### config.mk
export PLATFORM = sky130hd
export DESIGN_NAME = regfile_writeback_queue_flat
export DESIGN_NICKNAME = d
export VERILOG_FILES = /design/src/rtl/regfile_writeback_queue_if.sv /design/src/rtl/regfile_writeback_queue.sv /design/src/flat_wrapper.sv
export SDC_FILE = /design/constraint.sdc
export NUM_CORES = 1
export LEC_CHECK = 0
export ABC_AREA = 1
export CAP_MARGIN = 20
export CORE_ASPECT_RATIO = 0.75
export CORE_UTILIZATION = 50
export DETAILED_ROUTE_END_ITERATION = 12
export PLACE_DENSITY = 0.78
export SLEW_MARGIN = 30
export SYNTH_ARGS = -nofsm -noshare
export SYNTH_HDL_FRONTEND = slang
export SYNTH_SLANG_ARGS = --single-unit
### constraint.sdc
create_clock -name clk -period 3.58 [get_ports clk]
set_input_delay 0.716 -clock clk [delete_from_list [all_inputs] [get_ports clk]]
set_output_delay 0.716 -clock clk [all_outputs]
set_load 0.05 [all_outputs]
### src/rtl/regfile_writeback_queue_if.sv
// Bundle of the writeback queue's request, register-file write and bypass signals.
// The slave modport is the queue itself; the master modport is whatever drives it.
interface regfile_writeback_queue_if #(
  parameter int unsigned DATA_W = 32,
  parameter int unsigned ADDR_W = 5,
  parameter int unsigned DEPTH  = 4
);
  localparam int unsigned CNT_W = $clog2(DEPTH) + 1;

  logic              ld_valid;
  logic              ld_ready;
  logic [ADDR_W-1:0] ld_reg;
  logic [DATA_W-1:0] ld_data;

  logic              alu_valid;
  logic              alu_ready;
  logic [ADDR_W-1:0] alu_reg;
  logic [DATA_W-1:0] alu_data;

  logic              wb_en;
  logic              RegWrite;
  logic [ADDR_W-1:0] write_reg;
  logic [DATA_W-1:0] write_data;

  logic [ADDR_W-1:0] byp_a_reg;
  logic              byp_a_hit;
  logic [DATA_W-1:0] byp_a_data;
  logic [ADDR_W-1:0] byp_b_reg;
  logic              byp_b_hit;
  logic [DATA_W-1:0] byp_b_data;

  logic [CNT_W-1:0]  count;
  logic              err_addr;

  modport slave (
    input  ld_valid, ld_reg, ld_data,
    output ld_ready,
    input  alu_valid, alu_reg, alu_data,
    output alu_ready,
    input  wb_en,
    output RegWrite, write_reg, write_data,
    input  byp_a_reg, byp_b_reg,
    output byp_a_hit, byp_a_data, byp_b_hit, byp_b_data,
    output count, err_addr
  );

  modport master (
    output ld_valid, ld_reg, ld_data,
    input  ld_ready,
    output alu_valid, alu_reg, alu_data,
    input  alu_ready,
    output wb_en,
    input  RegWrite, write_reg, write_data,
    output byp_a_reg, byp_b_reg,
    input  byp_a_hit, byp_a_data, byp_b_hit, byp_b_data,
    input  count, err_addr
  );
endinterface

### src/rtl/regfile_writeback_queue.sv
// Writeback FIFO between the ALU/load paths and the register file write port,
// with two combinational bypass lookups returning the youngest queued value.
module regfile_writeback_queue #(
  parameter int unsigned DATA_W   = 32,
  parameter int unsigned ADDR_W   = 5,
  parameter int unsigned DEPTH    = 4,
  parameter int unsigned NUM_REGS = 8
) (
  input logic                    clk,
  input logic                    reset,
  regfile_writeback_queue_if.slave bus
);
  localparam int unsigned PTR_W = $clog2(DEPTH);
  localparam int unsigned CNT_W = PTR_W + 1;

  logic [ADDR_W-1:0] r_reg  [DEPTH];
  logic [DATA_W-1:0] r_data [DEPTH];
  logic [PTR_W-1:0]  r_rd_ptr;
  logic [PTR_W-1:0]  r_wr_ptr;
  logic [CNT_W-1:0]  r_count;
  logic              r_err_addr;

  logic              w_full;
  logic              w_empty;
  logic              w_alu_ready;
  logic              w_ld_fire;
  logic              w_alu_fire;
  logic              w_fire;
  logic [ADDR_W-1:0] w_in_reg;
  logic [DATA_W-1:0] w_in_data;
  logic              w_legal;
  logic              w_enq;
  logic              w_deq;

  assign w_full  = (r_count == CNT_W'(DEPTH));
  assign w_empty = (r_count == '0);

  // Load path has fixed priority; readies never look at their own valid.
  assign w_alu_ready = !w_full && !bus.ld_valid;
  assign w_ld_fire   = bus.ld_valid && !w_full;
  assign w_alu_fire  = bus.alu_valid && w_alu_ready;
  assign w_fire      = w_ld_fire || w_alu_fire;
  assign w_in_reg    = w_ld_fire ? bus.ld_reg  : bus.alu_reg;
  assign w_in_data   = w_ld_fire ? bus.ld_data : bus.alu_data;
  assign w_legal     = (32'(w_in_reg) < NUM_REGS);
  assign w_enq       = w_fire && w_legal;
  assign w_deq       = bus.wb_en && !w_empty;

  assign bus.ld_ready   = !w_full;
  assign bus.alu_ready  = w_alu_ready;
  assign bus.RegWrite   = w_deq;
  assign bus.write_reg  = w_empty ? '0 : r_reg[r_rd_ptr];
  assign bus.write_data = w_empty ? '0 : r_data[r_rd_ptr];
  assign bus.count      = r_count;
  assign bus.err_addr   = r_err_addr;

  // Entry storage needs no reset: occupancy is tracked solely by the pointers and count.
  always_ff @(posedge clk) begin
    if (w_enq) begin
      r_reg[r_wr_ptr]  <= w_in_reg;
      r_data[r_wr_ptr] <= w_in_data;
    end
  end

  always_ff @(posedge clk or negedge reset) begin
    if (!reset) begin
      r_rd_ptr   <= '0;
      r_wr_ptr   <= '0;
      r_count    <= '0;
      r_err_addr <= 1'b0;
    end else begin
      if (w_enq) r_wr_ptr <= r_wr_ptr + 1'b1;
      if (w_deq) r_rd_ptr <= r_rd_ptr + 1'b1;
      case ({w_enq, w_deq})
        2'b10:   r_count <= r_count + 1'b1;
        2'b01:   r_count <= r_count - 1'b1;
        default: r_count <= r_count;
      endcase
      r_err_addr <= w_fire && !w_legal;
    end
  end

  logic [PTR_W-1:0]  w_idx;
  logic              w_a_hit;
  logic [DATA_W-1:0] w_a_data;
  logic              w_b_hit;
  logic [DATA_W-1:0] w_b_data;

  // Walk oldest to youngest so the last match left standing is the youngest.
  always_comb begin
    w_idx    = '0;
    w_a_hit  = 1'b0;
    w_a_data = '0;
    w_b_hit  = 1'b0;
    w_b_data = '0;
    for (int k = 0; k < DEPTH; k++) begin
      w_idx = r_rd_ptr + PTR_W'(k);
      if (CNT_W'(k) < r_count) begin
        if (r_reg[w_idx] == bus.byp_a_reg) begin
          w_a_hit  = 1'b1;
          w_a_data = r_data[w_idx];
        end
        if (r_reg[w_idx] == bus.byp_b_reg) begin
          w_b_hit  = 1'b1;
          w_b_data = r_data[w_idx];
        end
      end
    end
  end

  assign bus.byp_a_hit  = w_a_hit;
  assign bus.byp_a_data = w_a_data;
  assign bus.byp_b_hit  = w_b_hit;
  assign bus.byp_b_data = w_b_data;

endmodule
### src/flat_wrapper.sv
// flat-port wrapper written by rule: the top's interface ports become plain ports
module regfile_writeback_queue_flat 
#(
  parameter int unsigned DATA_W   = 32,
  parameter int unsigned ADDR_W   = 5,
  parameter int unsigned DEPTH    = 4,
  parameter int unsigned NUM_REGS = 8
)
  (clk, reset, bus_ld_valid, bus_ld_reg, bus_ld_data, bus_ld_ready, bus_alu_valid, bus_alu_reg, bus_alu_data, bus_alu_ready, bus_wb_en, bus_RegWrite, bus_write_reg, bus_write_data, bus_byp_a_reg, bus_byp_b_reg, bus_byp_a_hit, bus_byp_a_data, bus_byp_b_hit, bus_byp_b_data, bus_count, bus_err_addr);
  regfile_writeback_queue_if #(.DATA_W(DATA_W), .ADDR_W(ADDR_W), .DEPTH(DEPTH)) bus_i ();
  input logic clk;
  input logic reset;
  input wire logic [$bits(bus_i.ld_valid)-1:0] bus_ld_valid;
  input wire logic [$bits(bus_i.ld_reg)-1:0] bus_ld_reg;
  input wire logic [$bits(bus_i.ld_data)-1:0] bus_ld_data;
  output wire logic [$bits(bus_i.ld_ready)-1:0] bus_ld_ready;
  input wire logic [$bits(bus_i.alu_valid)-1:0] bus_alu_valid;
  input wire logic [$bits(bus_i.alu_reg)-1:0] bus_alu_reg;
  input wire logic [$bits(bus_i.alu_data)-1:0] bus_alu_data;
  output wire logic [$bits(bus_i.alu_ready)-1:0] bus_alu_ready;
  input wire logic [$bits(bus_i.wb_en)-1:0] bus_wb_en;
  output wire logic [$bits(bus_i.RegWrite)-1:0] bus_RegWrite;
  output wire logic [$bits(bus_i.write_reg)-1:0] bus_write_reg;
  output wire logic [$bits(bus_i.write_data)-1:0] bus_write_data;
  input wire logic [$bits(bus_i.byp_a_reg)-1:0] bus_byp_a_reg;
  input wire logic [$bits(bus_i.byp_b_reg)-1:0] bus_byp_b_reg;
  output wire logic [$bits(bus_i.byp_a_hit)-1:0] bus_byp_a_hit;
  output wire logic [$bits(bus_i.byp_a_data)-1:0] bus_byp_a_data;
  output wire logic [$bits(bus_i.byp_b_hit)-1:0] bus_byp_b_hit;
  output wire logic [$bits(bus_i.byp_b_data)-1:0] bus_byp_b_data;
  output wire logic [$bits(bus_i.count)-1:0] bus_count;
  output wire logic [$bits(bus_i.err_addr)-1:0] bus_err_addr;
  assign bus_i.ld_valid = bus_ld_valid;
  assign bus_i.ld_reg = bus_ld_reg;
  assign bus_i.ld_data = bus_ld_data;
  assign bus_ld_ready = bus_i.ld_ready;
  assign bus_i.alu_valid = bus_alu_valid;
  assign bus_i.alu_reg = bus_alu_reg;
  assign bus_i.alu_data = bus_alu_data;
  assign bus_alu_ready = bus_i.alu_ready;
  assign bus_i.wb_en = bus_wb_en;
  assign bus_RegWrite = bus_i.RegWrite;
  assign bus_write_reg = bus_i.write_reg;
  assign bus_write_data = bus_i.write_data;
  assign bus_i.byp_a_reg = bus_byp_a_reg;
  assign bus_i.byp_b_reg = bus_byp_b_reg;
  assign bus_byp_a_hit = bus_i.byp_a_hit;
  assign bus_byp_a_data = bus_i.byp_a_data;
  assign bus_byp_b_hit = bus_i.byp_b_hit;
  assign bus_byp_b_data = bus_i.byp_b_data;
  assign bus_count = bus_i.count;
  assign bus_err_addr = bus_i.err_addr;
  regfile_writeback_queue #(.DATA_W(DATA_W), .ADDR_W(ADDR_W), .DEPTH(DEPTH), .NUM_REGS(NUM_REGS)) u_core (.clk(clk), .reset(reset), .bus(bus_i));
endmodule
# After elaboration in Yosys (flattened, before gate mapping)
# Memories as Yosys holds them, arrays and structs flattened.
# Cells that the tools add are included.
# op_classes
addsub,6
reduce_logical,13
mux,39
order_cmp,5
eq_ne,11
# ops
cell,count
$mux W32,18
$eq A5 B5 Y1,8
$mux W1,18
$mux W5,2
$logic_and A1 B1 Y1,6
$lt A1 B3 Y1 const A,2
$lt A2 B3 Y1 const A,2
$pmux W3 S2,1
$lt A5 B4 Y1 const B,1
$add A2 B1 Y2 const B,2
$add A2 B2 Y2 const B,2
$logic_not A1 Y1,4
$add A3 B1 Y3 const B,1
$eq A3 B3 Y1 const B,1
$logic_not A3 Y1,1
$sub A3 B1 Y3 const B,1
$eq A2 B1 Y1 const B,1
$eq A2 B2 Y1 const B,1
$reduce_bool A2 Y1,1
$logic_or A1 B1 Y1,1
# word_totals
word_cells,80
ram_bits,148
reg_bits,8
input_bits,89
output_inout_bits,110
mem_count,2
# memory_table
name,depth,word_bits,read_ports,rd_clocked_by_memory_dff,wr,line_no,source
u_core.r_data,4,32,4,0,1,regfile_writeback_queue.sv:17,logic [DATA_W-1:0] r_data [DEPTH];
u_core.r_reg,4,5,4,0,1,regfile_writeback_queue.sv:16,logic [ADDR_W-1:0] r_reg [DEPTH];

# Longest topological paths before layout
# An unclocked memory read counts as a cell.
# logic_depth
depth_word,10
ltp_mapped,18
mapped_depth_nobuf,14

# Worst setup path before layout
# No wires, ideal clock.
# synth_timing
path_kind,register -> register
from,reg u_core.r_count[0] (netlist: u_core.bus.count[0])
to,mem u_core.r_data[0][0] (enable)
period_less_slack_ps,4161
n_path_buf,0
path_slack_ps,-581
arrival_time_ps,3730
required_time_ps,3149
path_stages_with_launch,8
setup_ps,431
path_cell_list,dfrtp_1 inv_1 ha_1 nand2_1 nand2_1 o21ai_0 nand3b_1 nor2_1
# synth_via
elab_chain_len,8
word_cells_on_any_way,11
cone_classes,1 x order compare; 1 x eq/ne; 3 x mux; 6 x reduce/logical
# synth_lines
item,line_no,source
start: declaration,regfile_writeback_queue.sv:20,logic [CNT_W-1:0] r_count;
start signal: assignment,regfile_writeback_queue.sv:75,2'b10: r_count <= r_count + 1'b1;
start signal: assignment,regfile_writeback_queue.sv:76,2'b01: r_count <= r_count - 1'b1;
start signal: assignment,regfile_writeback_queue.sv:77,default: r_count <= r_count;
$eq A3 B3 Y1 *,regfile_writeback_queue.sv:35,assign w_full = (r_count == CNT_W'(DEPTH));
$logic_not A1 Y1 *,--,
via bus_ld_ready,flat_wrapper.sv:16,output wire logic [$bits(bus_i.ld_ready)-1:0] bus_ld_ready;
$logic_and A1 B1 Y1 (on tied branches),"regfile_writeback_queue.sv:40, regfile_writeback_queue.sv:39",
$mux W5 or $logic_and A1 B1 Y1 (tied branches),"regfile_writeback_queue.sv:43, regfile_writeback_queue.sv:41",
$lt A5 B4 Y1 or $logic_or A1 B1 Y1 (tied branches),"regfile_writeback_queue.sv:45, regfile_writeback_queue.sv:42",
$logic_and A1 B1 Y1 *,regfile_writeback_queue.sv:46,assign w_enq = w_fire && w_legal;
$mux W1 *,regfile_writeback_queue.sv:59,if (w_enq) begin
$mux W1 (not written as such) *,regfile_writeback_queue.sv:61,r_data[r_wr_ptr] <= w_in_data;
end: declaration,regfile_writeback_queue.sv:17,
# The timed path passes the listed nets; every way through them passes the cells marked *.

# Worst setup path in the final report
# layout_timing
from,reg u_core.r_rd_ptr[0]
to,out bus_byp_b_data[0]
# layout_via
elab_chain_len,10
word_cells_on_any_way,17
cone_classes,3 x add/sub; 4 x eq/ne; 8 x mux; 2 x memory
# layout_lines
item,line_no,source
start: declaration,regfile_writeback_queue.sv:18,logic [PTR_W-1:0] r_rd_ptr;
start signal: assignment,regfile_writeback_queue.sv:73,if (w_deq) r_rd_ptr <= r_rd_ptr + 1'b1;
"parallel branches: the longest is 9 deep, another holds $mem_v2 Z4 W5",--,
$mux W32 *,regfile_writeback_queue.sv:98,if (CNT_W'(k) < r_count) begin
end: declaration,flat_wrapper.sv:30,output wire logic [$bits(bus_i.byp_b_data)-1:0] bus_byp_b_data;
# Mark *: on every way between the ends.

==> metrics.txt <==
# TYPE chip_impl_metric gauge
chip_impl_info{name="run_status",value="complete, but fails checks"} 1
chip_impl_info{name="violations",value="setup timing"} 1
chip_impl_info{name="yosys.area.top_type",value="edfxtp_1"} 1
chip_impl_metric{name="finalInstanceArea",unit="sq um"} 17900
chip_impl_metric{name="ctsLongestPathBuffers",unit=""} 2
chip_impl_info{name="yosys-top-cells-area",value="edfxtp_1, nand2_1, nor2_1"} 1
chip_impl_metric{name="post_drt_via_cell_ratio",unit=""} 5.71
chip_impl_metric{name="wire_per_inst",unit="um"} 18.9
chip_impl_metric{name="synth.cell_area",unit="sq um"} 12700
chip_impl_metric{name="final.setup_skew",unit="ps"} 16.1
chip_impl_metric{name="gr-usage-all-layers",unit="%"} 31.2
chip_impl_metric{name="antenna_found_initial",unit=""} 0
chip_impl_info{name="worstHoldPathType",value="in -> async"} 1
chip_impl_metric{name="path_clk_slew",unit="ps"} 70
chip_impl_metric{name="maxSlewViolCount",unit=""} 0
chip_impl_metric{name="numPortBuffers",unit=""} 198
chip_impl_metric{name="gpl.final_weighted_congestion",unit=""} 0.919
chip_impl_metric{name="timing_worst_slew_pin_value",unit="ps"} 839
chip_impl_metric{name="number_of_buffers_added_by_the_clock_tree_synthesis_step",unit=""} 17
chip_impl_metric{name="power.clock.fraction",unit="%"} 10.6
chip_impl_metric{name="synth_seq_area_share",unit="%"} 36.7
chip_impl_info{name="most-common-layout-cells",value="nand2_1, nor2_1, o21ai_0, edfxtp_1, inv_1"} 1
chip_impl_metric{name="p_leak",unit="nW"} 8.09
chip_impl_metric{name="hold_viol",unit=""} 0
chip_impl_info{name="worst_r2r_startpoint",value="u_core.bus.count[0]"} 1
chip_impl_info{name="type_of_destination_of_the_critical_path",value="primary output"} 1
chip_impl_metric{name="power.switching",unit="mW"} 9.46
chip_impl_metric{name="top_level_ports",unit=""} 199
chip_impl_metric{name="max_cap_violations",unit=""} 0
chip_impl_info{name="rsz_0062_raised_after_global_routing",value="true"} 1
chip_impl_metric{name="ys.warnings.count",unit=""} 0
chip_impl_metric{name="synthesis.nets",unit=""} 1941
chip_impl_metric{name="insertedDiodeCount",unit=""} 0
chip_impl_metric{name="post-route-worst-setup-slack",unit="ps"} -95.4
chip_impl_metric{name="drt-initial-drc-count",unit=""} 1900
chip_impl_metric{name="fin_crit_sh",unit="%"} 103
chip_impl_metric{name="die-width",unit="um"} 186
chip_impl_metric{name="final_antenna_net_count",unit=""} 0
chip_impl_metric{name="syn_area_per_cell",unit="sq um"} 6.87
chip_impl_metric{name="relSlewSlack",unit="%"} 44.1
chip_impl_metric{name="finish.net_count",unit=""} 2140
chip_impl_metric{name="synthCells",unit=""} 1843
chip_impl_metric{name="cp_data_arrival_time",unit="ps"} 2960
chip_impl_metric{name="largest_reg_flops",unit=""} 128
chip_impl_metric{name="pwr-share-seq",unit="%"} 13.4
chip_impl_metric{name="post-dp-hpwl",unit="mm"} 27.4
chip_impl_metric{name="setup_tns",unit="ps"} -1020
chip_impl_metric{name="area_delta_synth_final",unit="%"} 41.0
chip_impl_metric{name="layout-drive-gt1-share",unit="%"} 19.6
chip_impl_metric{name="fp.dieArea",unit="sq um"} 26000
chip_impl_info{name="timing.rr.end",value="u_core.r_reg[0][0]"} 1
chip_impl_metric{name="grt_start_max_net_pins",unit=""} 101
chip_impl_metric{name="start_util",unit="%"} 50.8
chip_impl_info{name="clock-root-buffer",value="clkbuf_16"} 1
chip_impl_metric{name="timing.critical_path.required",unit="ps"} 2860
chip_impl_metric{name="timing.reg2reg.worst_path_depth",unit=""} 9
chip_impl_metric{name="post_synth_num_cell_types",unit=""} 34
chip_impl_metric{name="achievable-frequency",unit="GHz"} 0.272
chip_impl_metric{name="std_cell_rows",unit=""} 50
chip_impl_metric{name="share_of_the_synthesized_area_in_the_top_cell_type",unit="%"} 35.1
chip_impl_metric{name="detailroute.via_count",unit=""} 13700
chip_impl_metric{name="die_height",unit="um"} 140
chip_impl_info{name="timing_worst_setup_path_type",value="reg -> out"} 1
chip_impl_metric{name="fp.coreArea",unit="sq um"} 24900
chip_impl_metric{name="power.share.switching",unit="%"} 52.6
chip_impl_metric{name="reg2reg_slack",unit="ps"} 940
chip_impl_metric{name="path_max_fanout",unit=""} 10
chip_impl_metric{name="place_area",unit="sq um"} 16000
chip_impl_metric{name="first_global_vias",unit=""} 12300
chip_impl_metric{name="p_per_area",unit="nW/um^2"} 1010
chip_impl_metric{name="first_pass_grt_wire_length",unit="mm"} 63.3
chip_impl_metric{name="drt_drc_violations_left",unit=""} 0
chip_impl_metric{name="grt_remaining_overflow",unit=""} 0
chip_impl_metric{name="filler_cell_count",unit=""} 1835
chip_impl_metric{name="postSynth.asyncResetShare",unit="%"} 5.13
chip_impl_metric{name="count_of_hold_buffers_inserted_by_post_cts_repair",unit=""} 0
chip_impl_metric{name="synth_edf_count",unit=""} 148
chip_impl_info{name="cp-start-kind",value="flip-flop"} 1
chip_impl_metric{name="clock-sinks",unit=""} 156
chip_impl_metric{name="power.ir.vdd_worst",unit="mV"} 0.839
chip_impl_info{name="cts_tree",value="done"} 1
chip_impl_metric{name="route.final.wire_length",unit="mm"} 45.3
chip_impl_metric{name="drt-pass1-iter-count",unit=""} 6
chip_impl_metric{name="synth-seq-cells",unit=""} 156
chip_impl_metric{name="number_of_setup_violations_in_the_final_report",unit=""} 36
chip_impl_metric{name="cts_max_level",unit=""} 4
chip_impl_info{name="layout_commonest_cell",value="nand2_1"} 1
chip_impl_metric{name="comb_power_share",unit="%"} 76.0
chip_impl_info{name="ys_dominant_reg_cell",value="edfxtp_1"} 1
chip_impl_metric{name="timing.final.crit_period",unit="ps"} 3680
chip_impl_metric{name="internal-power",unit="mW"} 8.54
chip_impl_metric{name="clock_latency_on_the_worst_skew_pair",unit="ps"} 440
## what timing repair did
action | in CTS | in global routing
cloned | 4 | 22
pin swaps | 3 | 26
gates resized for setup | 22 | 129
setup buffers | 5 | 10
endpoints found under the setup margin | 66 | 66
## metal layers
metal,routed length [um],GRT usage [%],up-vias
met5,0,0,-
met4,1630,9.79,0
met3,5910,5.65,191
met2,20000,49.8,999
met1,17700,42.9,6166
li1,-,-,6312
## power groups by stage
stage | sequential [mW] | combinational [mW] | clock (mW)
after global routing | 2.43 | 14.5 | 1.97
final | 2.42 | 13.7 | 1.90
after detailed placement | 2.44 | 12.2 | 0
after CTS | 2.40 | 12.6 | 1.89
after global placement | 2.43 | 12.0 | 0
after floorplan | 2.46 | 7.45 | 0
## Yosys cell counts (4+ instances only)
cell and number:
clkbuf_1 34, nand2_2 9, a21oi_1 7, nand3_2 16
ha_1 9, buf_2 31, mux2_2 35, buf_4 26
inv_2 5, o21ai_0 191, nand2_1 619, mux2i_1 66
buf_6 19, nor2_1 326, o21ai_1 14, xor2_1 7
edfxtp_1 148, buf_1 4, nand3_1 104, dfrtp_1 8
inv_1 146
## stage by stage
| stage | setup slack (ps) | hold WS, ps | cells | util [%] | power (mW) |
|---|---|---|---|---|---|
| floorplan | -581 | 420 | 1843 | - | 9.91 |
| global placement | 52.5 | 557 | 2320 | 64.4 | 14.5 |
| detailed placement | 58.7 | 575 | 2320 | 64.4 | 14.6 |
| CTS | 1.82 | 572 | 2361 | 67.8 | 16.9 |
| global route | -174 | 589 | 2393 | 71.7 | 18.9 |
| finish | -95.4 | 560 | 2393 | 71.7 | 18.0 |
## worst max-delay path, stage by stage (launching register included)
cell and delay [ps]:
dfrtp_4 520, buf_6 170, buf_6 150, buf_12 100
buf_4 220, mux2i_1 220, inv_1 90, o21ai_0 360
nor2_1 150, nor2_1 150, nand2_1 80, nand2_1 70
nand2_2 80, buf_12 150
## final cells by class
| cell class | count | area (sq um) | area share, % |
|---|---|---|---|
| repair buffers | 290 | 4370 | 24.5 |
| clock buffers | 25 | 562 | 3.15 |
| inverters | 152 | 593 | 3.32 |
| repair inverters | 1 | 11.3 | 0.0631 |
| flip-flops and latches | 156 | 4650 | 26.0 |
| well taps | 338 | 423 | 2.37 |
| clock inverters | 7 | 56.3 | 0.315 |
| multi-input cells | 1424 | 7190 | 40.3 |
## logic make-up after synthesis
kind of cell / count (synthesis) / share of synthesized area, %
AO/OA/AOI/OAI: 216 / 8.66
multiplexers: 101 / 8.33
buffers and inverters: 266 / 10.1
flip-flops: 156 / 36.7
XOR/XNOR: 10 / 0.751
adder cells (fa/ha/maj): 9 / 0.890
AND/OR/NAND/NOR: 1085 / 34.6
## how the worst max path moves through the flow
stage | startpoint | end | slack [ps] | depth (start not counted)
2_1_floorplan | u_core.bus.count[0] | u_core.r_data[0][0] | -580 | 7
3_3_place_gp | bus_byp_b_reg[1] | bus_byp_b_data[4] | 50 | 12
3_5_place_dp | bus_byp_b_reg[1] | bus_byp_b_data[4] | 60 | 12
4_1_cts | u_core.r_rd_ptr[0] | bus_byp_a_data[15] | 2 | 15
5_1_grt | u_core.r_rd_ptr[0] | bus_byp_b_data[4] | -170 | 15
6_report | u_core.r_rd_ptr[0] | bus_byp_b_data[0] | -100 | 13
(Power assumes the default switching activity.)
